`src/rtl/rst_seq_ctrl.sv`:
```
// rtl/rst_seq_ctrl.sv - staggered per-domain reset/clock-enable sequencer with sw reset quiesce handshake
module rst_seq_ctrl #(
    parameter int NUM_DOM         = 4,
    parameter int RST_CYCLES      = 5,
    parameter int STAGGER         = 2,
    parameter int QUIESCE_TIMEOUT = 64
) (
    input  logic               clk_fr,
    input  logic               rst,
    input  logic               sw_rst_req,
    input  logic [NUM_DOM-1:0] quiesce_ack,
    output logic               sw_rst_ack,
    output logic               quiesce_req,
    output logic [NUM_DOM-1:0] dom_clk_en,
    output logic [NUM_DOM-1:0] dom_rst_n,
    output logic               busy,
    output logic               timeout_err,
    output logic [2:0]         state
);
    localparam int MAX_A = (RST_CYCLES > STAGGER * NUM_DOM) ? RST_CYCLES : STAGGER * NUM_DOM;
    localparam int MAX_V = (MAX_A > QUIESCE_TIMEOUT) ? MAX_A : QUIESCE_TIMEOUT;
    localparam int CW    = $clog2(MAX_V) + 1;

    localparam logic [CW-1:0]      HOLD_LAST = CW'(RST_CYCLES - 1);
    localparam logic [CW-1:0]      STAG_LAST = CW'(STAGGER - 1);
    localparam logic [CW-1:0]      QTO_LAST  = CW'(QUIESCE_TIMEOUT - 1);
    localparam logic [NUM_DOM-1:0] ALL_DOM   = '1;
    localparam logic [NUM_DOM-1:0] DOM0      = NUM_DOM'(1);

    typedef enum logic [2:0] {
        S_HOLD    = 3'd0,
        S_RELEASE = 3'd1,
        S_RUN     = 3'd2,
        S_QUIESCE = 3'd3,
        S_ASSERT  = 3'd4
    } state_t;

    state_t             state_q, state_d;
    logic [CW-1:0]      cnt_q, cnt_d;
    logic               sw_flag_q, sw_flag_d;
    logic               sw_rst_ack_d, quiesce_req_d, busy_d, timeout_err_d;
    logic [NUM_DOM-1:0] dom_clk_en_d, dom_rst_n_d;

    assign state = state_q;

    always_ff @(posedge clk_fr) begin
        if (rst) begin
            state_q     <= S_HOLD;
            cnt_q       <= '0;
            sw_flag_q   <= 1'b0;
            sw_rst_ack  <= 1'b0;
            quiesce_req <= 1'b0;
            dom_clk_en  <= '0;
            dom_rst_n   <= '0;
            busy        <= 1'b1;
            timeout_err <= 1'b0;
        end else begin
            state_q     <= state_d;
            cnt_q       <= cnt_d;
            sw_flag_q   <= sw_flag_d;
            sw_rst_ack  <= sw_rst_ack_d;
            quiesce_req <= quiesce_req_d;
            dom_clk_en  <= dom_clk_en_d;
            dom_rst_n   <= dom_rst_n_d;
            busy        <= busy_d;
            timeout_err <= timeout_err_d;
        end
    end

    always_comb begin
        state_d       = state_q;
        cnt_d         = cnt_q;
        sw_flag_d     = sw_flag_q;
        sw_rst_ack_d  = 1'b0;
        quiesce_req_d = quiesce_req;
        dom_clk_en_d  = dom_clk_en;
        dom_rst_n_d   = dom_rst_n;
        timeout_err_d = timeout_err;
        case (state_q)
            S_HOLD: begin
                dom_clk_en_d = ALL_DOM;
                if (cnt_q == HOLD_LAST) begin
                    state_d     = S_RELEASE;
                    cnt_d       = '0;
                    dom_rst_n_d = (STAGGER == 0) ? ALL_DOM : DOM0;
                end else begin
                    cnt_d = cnt_q + 1'b1;
                end
            end
            // Domains release LSB first, so the top bit marks the last one out.
            S_RELEASE: begin
                if (dom_rst_n[NUM_DOM-1]) begin
                    state_d      = S_RUN;
                    cnt_d        = '0;
                    sw_rst_ack_d = sw_flag_q;
                    sw_flag_d    = 1'b0;
                end else if (cnt_q == STAG_LAST) begin
                    dom_rst_n_d = (dom_rst_n << 1) | DOM0;
                    cnt_d       = '0;
                end else begin
                    cnt_d = cnt_q + 1'b1;
                end
            end
            S_RUN: begin
                if (sw_rst_req) begin
                    state_d       = S_QUIESCE;
                    quiesce_req_d = 1'b1;
                    sw_flag_d     = 1'b1;
                    cnt_d         = '0;
                end
            end
            S_QUIESCE: begin
                if (&quiesce_ack || cnt_q == QTO_LAST) begin
                    state_d       = S_ASSERT;
                    quiesce_req_d = 1'b0;
                    dom_rst_n_d   = '0;
                    dom_clk_en_d  = '0;
                    if (!(&quiesce_ack)) begin
                        timeout_err_d = 1'b1;
                    end
                end else begin
                    cnt_d = cnt_q + 1'b1;
                end
            end
            S_ASSERT: begin
                state_d = S_HOLD;
                cnt_d   = '0;
            end
            default: begin
                state_d = S_HOLD;
                cnt_d   = '0;
            end
        endcase
        busy_d = (state_d != S_RUN);
    end
endmodule

```
`config.mk`:
```
export PLATFORM = sky130hd
export DESIGN_NAME = rst_seq_ctrl
export DESIGN_NICKNAME = d
export VERILOG_FILES = /design/src/rtl/rst_seq_ctrl.sv
export SDC_FILE = /design/constraint.sdc
export NUM_CORES = 1
export LEC_CHECK = 0
export ABC_AREA = 1
export BUFFER_PORTS_ARGS = -buffer_cell sky130_fd_sc_hd__buf_4
export CELL_PAD_IN_SITES_DETAIL_PLACEMENT = 0
export CELL_PAD_IN_SITES_GLOBAL_PLACEMENT = 2
export CORE_MARGIN = 2
export CORE_UTILIZATION = 30
export DETAILED_ROUTE_END_ITERATION = 10
export GPL_ROUTABILITY_DRIVEN = 1
export PLACE_DENSITY_LB_ADDON = 0.1
export SYNTH_ARGS = -nofsm -noshare
export SYNTH_HDL_FRONTEND = slang
export SYNTH_SLANG_ARGS = --single-unit
```
`constraint.sdc`:
```
create_clock -name clk_fr -period 2.7 [get_ports clk_fr]
set_input_delay 0.27 -clock clk_fr [delete_from_list [all_inputs] [get_ports clk_fr]]
set_output_delay 0.27 -clock clk_fr [all_outputs]
set_load 0.005 [all_outputs]
```
==> results of run 1 <==
-- synth_stat cells --
cell and instances:
nand2_1 28, inv_1 24, nor2_1 24, dfxtp_1 20
a21oi_1 11, nand3_1 11, nand2_2 9, o21ai_0 6
buf_4 3, ha_1 3, nand4_1 3, a31oi_1 2
nor2_2 2, nor3_1 2, a211oi_1 1, a21oi_2 1
clkbuf_1 1, nor2_4 1, o21ai_1 1, o21bai_1 1
or2_1 1
-- final cells by class --
class                   instances  area, um^2  area share
inverters                      24       90.09     0.07164
multi-input cells             107       529.3      0.4209
repair buffers                 21       157.7      0.1254
flip-flops and latches         20       400.4      0.3184
clock buffers                   3       22.52     0.01791
well taps                      46       57.56     0.04577
-- worst min-delay path by stage --
stage	start	endpoint	slack [ns]
after floorplan	rst	state[1]	0.35
after global placement	sw_flag_q	sw_rst_ack	0.44
after detailed placement	sw_flag_q	sw_rst_ack	0.44
after CTS	rst	dom_rst_n[3]	0.23
after global routing	rst	dom_rst_n[3]	0.23
final	rst	dom_rst_n[3]	0.24
-- logic make-up after synthesis --
| kind of cell | share of synthesized area |
|---|---|
| flops | 0.3828 |
| fa+ha+maj | 0.03589 |
| simple gates | 0.3493 |
| compound gates | 0.1208 |
| buf+inv | 0.1112 |
-- metal layers --
layer,track usage,vias to the layer above
met5,0,-
met4,0.05833,0
met3,0.02143,2
met2,0.2168,23
met1,0.1874,446
li1,-,528
-- layout by cell type (no fill, tap or decap), drive strengths merged --
cell and n:
a211oi 1, a21oi 12, a31oi 2, buf 21
clkbuf 3, dfxtp 20, ha 3, inv 24
nand2 37, nand3 11, nand4 3, nor2 27
nor3 2, o21ai 7, o21bai 1, or2 1
-- state kept, by name, summed over array words and instances, names as in the netlist --
register,cells
timeout_err,1
sw_rst_ack,1
busy,1
quiesce_req,1
dom_rst_n,4
sw_flag_q,1
cnt_q,7
state,3
dom_clk_en,1
-- worst max-delay path, delay by kind of cell, from the launching register on --
kind,cells,cell delay [ns]
simple gates,8,0.76
flops,1,0.43
fa+ha+maj,1,0.21
compound gates,1,0.10
-- power breakdown --
| group | switching, uW | internal (uW) | total, uW | leakage (uW) |
|---|---|---|---|---|
| Combinational | 52.7 | 42.4 | 95.1 | 0.000383 |
| Sequential | 13.0 | 309 | 322 | 0.000162 |
| Clock | 92.4 | 52.0 | 144 | 0.0000138 |
-- per-stage QoR --
step                      hold WS, ns  instances  utilization  instance area (um^2)
after floorplan                0.3513        155            -                  1046
after global placement         0.4414        218       0.3701                  1235
after detailed placement       0.4376        218       0.3701                  1235
after CTS                      0.2316        221       0.3768                  1257
after global routing           0.2279        221       0.3768                  1257
final                          0.2362        221       0.3768                  1257
==> results.toml, run 1 <==
[power_and_ir_drop]
power_density_nw_per_um2 = 446.5
p_leak_uw = 0.0005588
vdd_ir_drop_max_v = 0.0001401
power_uw = 561.5

[grt]
grt_pass1_wl_mm = 4.333
grt_pass1_vias = 938
grt_start_max_net_pins = 13
grt-ovfl-total = 0
antenna_found_initial = 0
grt_util_all_layers = 0.1381

[timing]
fin_crit_sh = 0.5965
min_period_ns = 1.611
relSlewSlack = 0.7517
max_slew.worst_pin.slew_ns = 0.3696
setup_viol = 0
setup_slack_ns = 1.089
fmax_mhz = 620.9
hold_viol = 0
rsz0062_at_grt = "no"
setup_tns_ns = 0
fin_skew_ns = 0.008673
drv_slew = 0

[clock_tree]
cts_setup_buffers = 0
cts_tree = "built"
htree_levels = 1
cts.repair.resized = 0
cts_hold_buf = 0
path_clk_slew_ns = 0.12
cts.path.max_buffers = 2
clk_latency_ns = 0.30
numCtsBuffers = 3
clock_sinks = 20
cts_root_buf = "clkbuf_4"

[routing]
drt_first_pass_iters = 4
wl_mm = 2.472
drt_iter0_drc = 51
wl_met2_mm = 1.142
ant_nets = 0
viasPerCell = 4.520
vias = 999
highest_layer = "met4"
wl_per_cell_um = 11.19
met1Wirelength_mm = 1.217
drc_errors = 0
route.met3.wl_um = 93

[worst_setup_path]
cp-end-kind = "register"
crit_path_start_kind = "register"
r2r_end = "cnt_q[3]"
arrival_ns = 1.82
cp_max_fo = 8
r2r_slack_ns = 1.09
worstPathRequired_ns = 2.91
critical_path.endpoint = "cnt_q[3]"
worstSetupPathType = "reg2reg"
worstSetupStartpoint = "cnt_q[0]"
ff2ff_path_depth = 10
worstPathCellList = "ha_1 > nand2_2 > nor2_4 > nand2_2 > nand2_2 > nand2_2 > nand2_2 > o21ai_0 > nand2_1 > nor2_1"
cpPeakStageDelay_ns = 0.43
r2r_start = "cnt_q[0]"
crit_path_frequent_cell = "nand2_2"
slowest_stage = "dfxtp_1"

[floorplan]
placeableCoreArea_um2 = 3337
die_y_um = 63.05
initial_utilization = 0.3135
die_w_um = 63.05
dieArea_um2 = 3975
rows = 21
ios = 22

[place]
pre_cts_slack_ns = 1.094
gp_congestion = 0.7973
port_buffers = 21
hpwl_mm = 1.895

[cells_and_area]
drive_gt1_frac = 0.2114
nets = 187
antenna_cells = 0
area_growth_pct = 20.22
fill_cells = 385

[outcome]
status = "complete, no violations"

[yosys]
synthTopCellsByArea = "dfxtp_1 (38%), nand2_1 (10%), inv_1 (8.6%), nor2_1 (8.6%), nand2_2 (5.4%)"
synth.top_cell.area_share = 0.3828
yosys_register_bits = 20
synthDistinctLibCells = 21
avgSynthCellArea_um2 = 6.748
ys_seq_area_frac = 0.3828
synth_top_area_cell = "dfxtp_1"
syn-instance-count = 155
synth_area_um2 = 1046
yosys_warnings = 0
syn_nets = 165

[hold_path]
hold_path_depth = 2
hold_path.class = "in2reg"

[job]
maxCapViolCount = 0
No activity file was read; power rests on OpenSTA's default activity.
==> inputs of run 2 (changes only) <==
--- a/config.mk
+++ b/config.mk
@@ -5,12 +5,12 @@
 export SDC_FILE = /design/constraint.sdc
 export NUM_CORES = 1
 export LEC_CHECK = 0
-export ABC_AREA = 1
+export ABC_AREA = 0
 export BUFFER_PORTS_ARGS = -buffer_cell sky130_fd_sc_hd__buf_4
 export CELL_PAD_IN_SITES_DETAIL_PLACEMENT = 0
 export CELL_PAD_IN_SITES_GLOBAL_PLACEMENT = 2
 export CORE_MARGIN = 2
-export CORE_UTILIZATION = 30
+export CORE_UTILIZATION = 27
 export DETAILED_ROUTE_END_ITERATION = 10
 export GPL_ROUTABILITY_DRIVEN = 1
 export PLACE_DENSITY_LB_ADDON = 0.1
==> constraint.sdc (replaced) <==
create_clock -name clk_fr -period 1.4 [get_ports clk_fr]
set_input_delay 0.14 -clock clk_fr [delete_from_list [all_inputs] [get_ports clk_fr]]
set_output_delay 0.14 -clock clk_fr [all_outputs]
set_load 0.005 [all_outputs]
==> run 2 against run 1 <==
Net effect:
- the run now ends with setup timing left
- synthesized area up 1.2%
- cell count up 3.6%
- first-iteration DRC count down 41%
- hold slack worse by 0.073 ns
- via count up 15%
- non-clock buffer count up 35
- routed wire length up 30%
- flip-flop and latch count unchanged
- critical path type unchanged
- largest cell class unchanged
==> results.toml, run 2 <==
[grt]
grtUsageMet3 = 0.02534
grt_start_max_net_pins = 17
grt_pass1_wl_mm = 5.099
use_met1 = 0.1908
grt_util_all_layers = 0.1519
use_met2 = 0.2675
antenna_found_initial = 0
grt-ovfl-total = 0
grt_pass1_vias = 1101
top_usage_layer = "met2"

[yosys]
syn_nets = 140
synthTopCellsByArea = "dfxtp_1 (38%), nor2_1 (5.7%), a21oi_1 (4.3%), nand3_1 (4.3%), nand2_1 (3.9%)"
synthDistinctLibCells = 37
ys_seq_area_frac = 0.3783
synth_area_um2 = 1059
synth-edff-count = 0
yosys_register_bits = 20
synth.most_common_cell = "dfxtp_1"
avgSynthCellArea_um2 = 8.142
ys_async_sr_fraction = 0
synth.top_cell.area_share = 0.3783
syn-instance-count = 130
synth_top_area_cell = "dfxtp_1"
synth_ff_type = "dfxtp_1"
yosys_warnings = 0
synthTopCellsByCount = "dfxtp_1 (20), nor2_1 (16), nand2_1 (11), a21oi_1 (9), nand3_1 (9)"

[floorplan]
die_w_um = 66.62
placeableCoreArea_um2 = 3716
rows = 22
initial_utilization = 0.2848
ios = 22
dieArea_um2 = 4438
die_y_um = 66.62

[worst_setup_path]
crit_path_start_kind = "register"
arrival_ns = 1.84
cp_max_fo = 4
worstSetupPathType = "reg2reg"
cp-end-kind = "register"
ff2ff_path_depth = 5
worstPathRequired_ns = 1.56

[routing]
drt_first_pass_iters = 4
drc_errors = 0
wl_per_cell_um = 14.00
vias = 1152
drt_iter0_drc = 30
ant_nets = 0
viasPerCell = 5.031
wl_mm = 3.207

[power_and_ir_drop]
power_density_nw_per_um2 = 852.7
p_leak_uw = 0.0006689
vdd_ir_drop_max_v = 0.0004052

[outcome]
status = "finished with violations"
failed_checks = "setup timing"

[place]
placed_area_um2 = 1450
gp_congestion = 0.7207
port_buffers = 21
hpwl_mm = 2.314
dp.cells = 220

[clock_tree]
clock_sinks = 20
path_clk_slew_ns = 0.09
cts_hold_buf = 0
cts.path.max_buffers = 2
cts_tree = "built"
htree_levels = 1
numCtsBuffers = 3
cts_root_buf = "clkbuf_8"
clk_latency_ns = 0.26

[cells_and_area]
drive_gt1_frac = 0.4696
nets = 192
area_growth_pct = 59.22
fin_area_um2 = 1685
regMostFlops = "cnt_q"
fin_cells = 229
mostFrequentLayoutCells = "buf_4 (53), dfxtp_1 (16), nor2_1 (14), nand2_1 (11)"
antenna_cells = 0
final_common_cell = "buf_4"
largest_reg_flops = 7

[timing]
relSlewSlack = 0.8120
hold_viol = 0
fmax_mhz = 594.8
drv_slew = 0
fin_crit_sh = 1.201
rsz0062_at_grt = "yes"
setup_slack_ns = -0.2814
setup_viol = 12
min_period_ns = 1.681
max_slew.worst_pin.slew_ns = 0.2813
fin_skew_ns = 0.01007

[hold_path]
hold_path_depth = 3
hold_path.class = "in2reg"

[job]
maxCapViolCount = 0
[run 2: cell count changes after synthesis, moves of 3 or more]
cell	before	now
nand4b_1	0	4
nor2_1	24	16
nand2_1	28	11
clkbuf_1	1	4
nand3b_1	0	3
nand2_2	9	0
nor4_1	0	3
inv_1	24	5
[run 2: area by class of cell]
type / count / area (um^2)
clock buffer: 3 / 41.29
timing repair buffer: 56 / 431.7
multi-input combinational: 96 / 695.7
fill: 377 / 2031
sequential: 20 / 407.9
tap: 48 / 60.06
inverter: 5 / 18.77
clock inverter: 1 / 30.03
[run 2: power by group]
group,switching [uW],internal [uW]
clock network,204,382
registers,18.6,589
logic,104,140
[run 2: worst paths after layout]
path         slack, ns        from            to
max              -0.28    cnt_q[4]  dom_rst_n[2]
min               0.16  sw_rst_req          busy
max reg2reg      -0.28    cnt_q[4]  dom_rst_n[2]
min reg2reg       0.44   sw_flag_q    sw_rst_ack
[run 2: per-layer routing]
layer	up-vias	wire, um
li1	575	-
met1	560	1510
met2	15	1593
met3	2	86
met4	0	17
met5	-	0
[run 2: cell families (layout without fill, tap and decap cells)]
kind of cell | Yosys count | in the layout | synth area share
and+or+nand+nor | 60 | 60 | 0.3109
adders and majority gates | 3 | 3 | 0.03546
buffers and inverters | 14 | 65 | 0.06855
AOI/OAI and AO/OA | 33 | 33 | 0.2069
DFF | 20 | 20 | 0.3782
[run 2: timing repair]
item / 4_1_cts / 5_1_grt
buffers inserted: 2 / 3
pin swaps: 9 / 5
gates cloned: 0 / 0
resized for setup: 12 / 18
setup endpoints to repair: 14 / 14
[run 2: through the flow]
stage | utilization | total power [uW] | TNS (ns) | setup slack, ns | hold slack, ns
after floorplan | - | 704.9 | -1.557 | -0.2455 | 0.2020
after global placement | 0.3902 | 814.4 | -2.365 | -0.2932 | 0.4308
after detailed placement | 0.3902 | 820.1 | -2.799 | -0.2952 | 0.4400
after CTS | 0.4246 | 1438 | -2.557 | -0.2681 | 0.1657
after global routing | 0.4535 | 1502 | -3.786 | -0.3553 | 0.1938
final | 0.4535 | 1437 | -2.724 | -0.2814 | 0.1630
[run 2: critical path: stages, from the launching register on]
cell and delay [ns]:
dfxtp_2 0.32, or4_4 0.57, and4bb_2 0.36, o311ai_4 0.10
a32oi_1 0.17, nor2_1 0.06
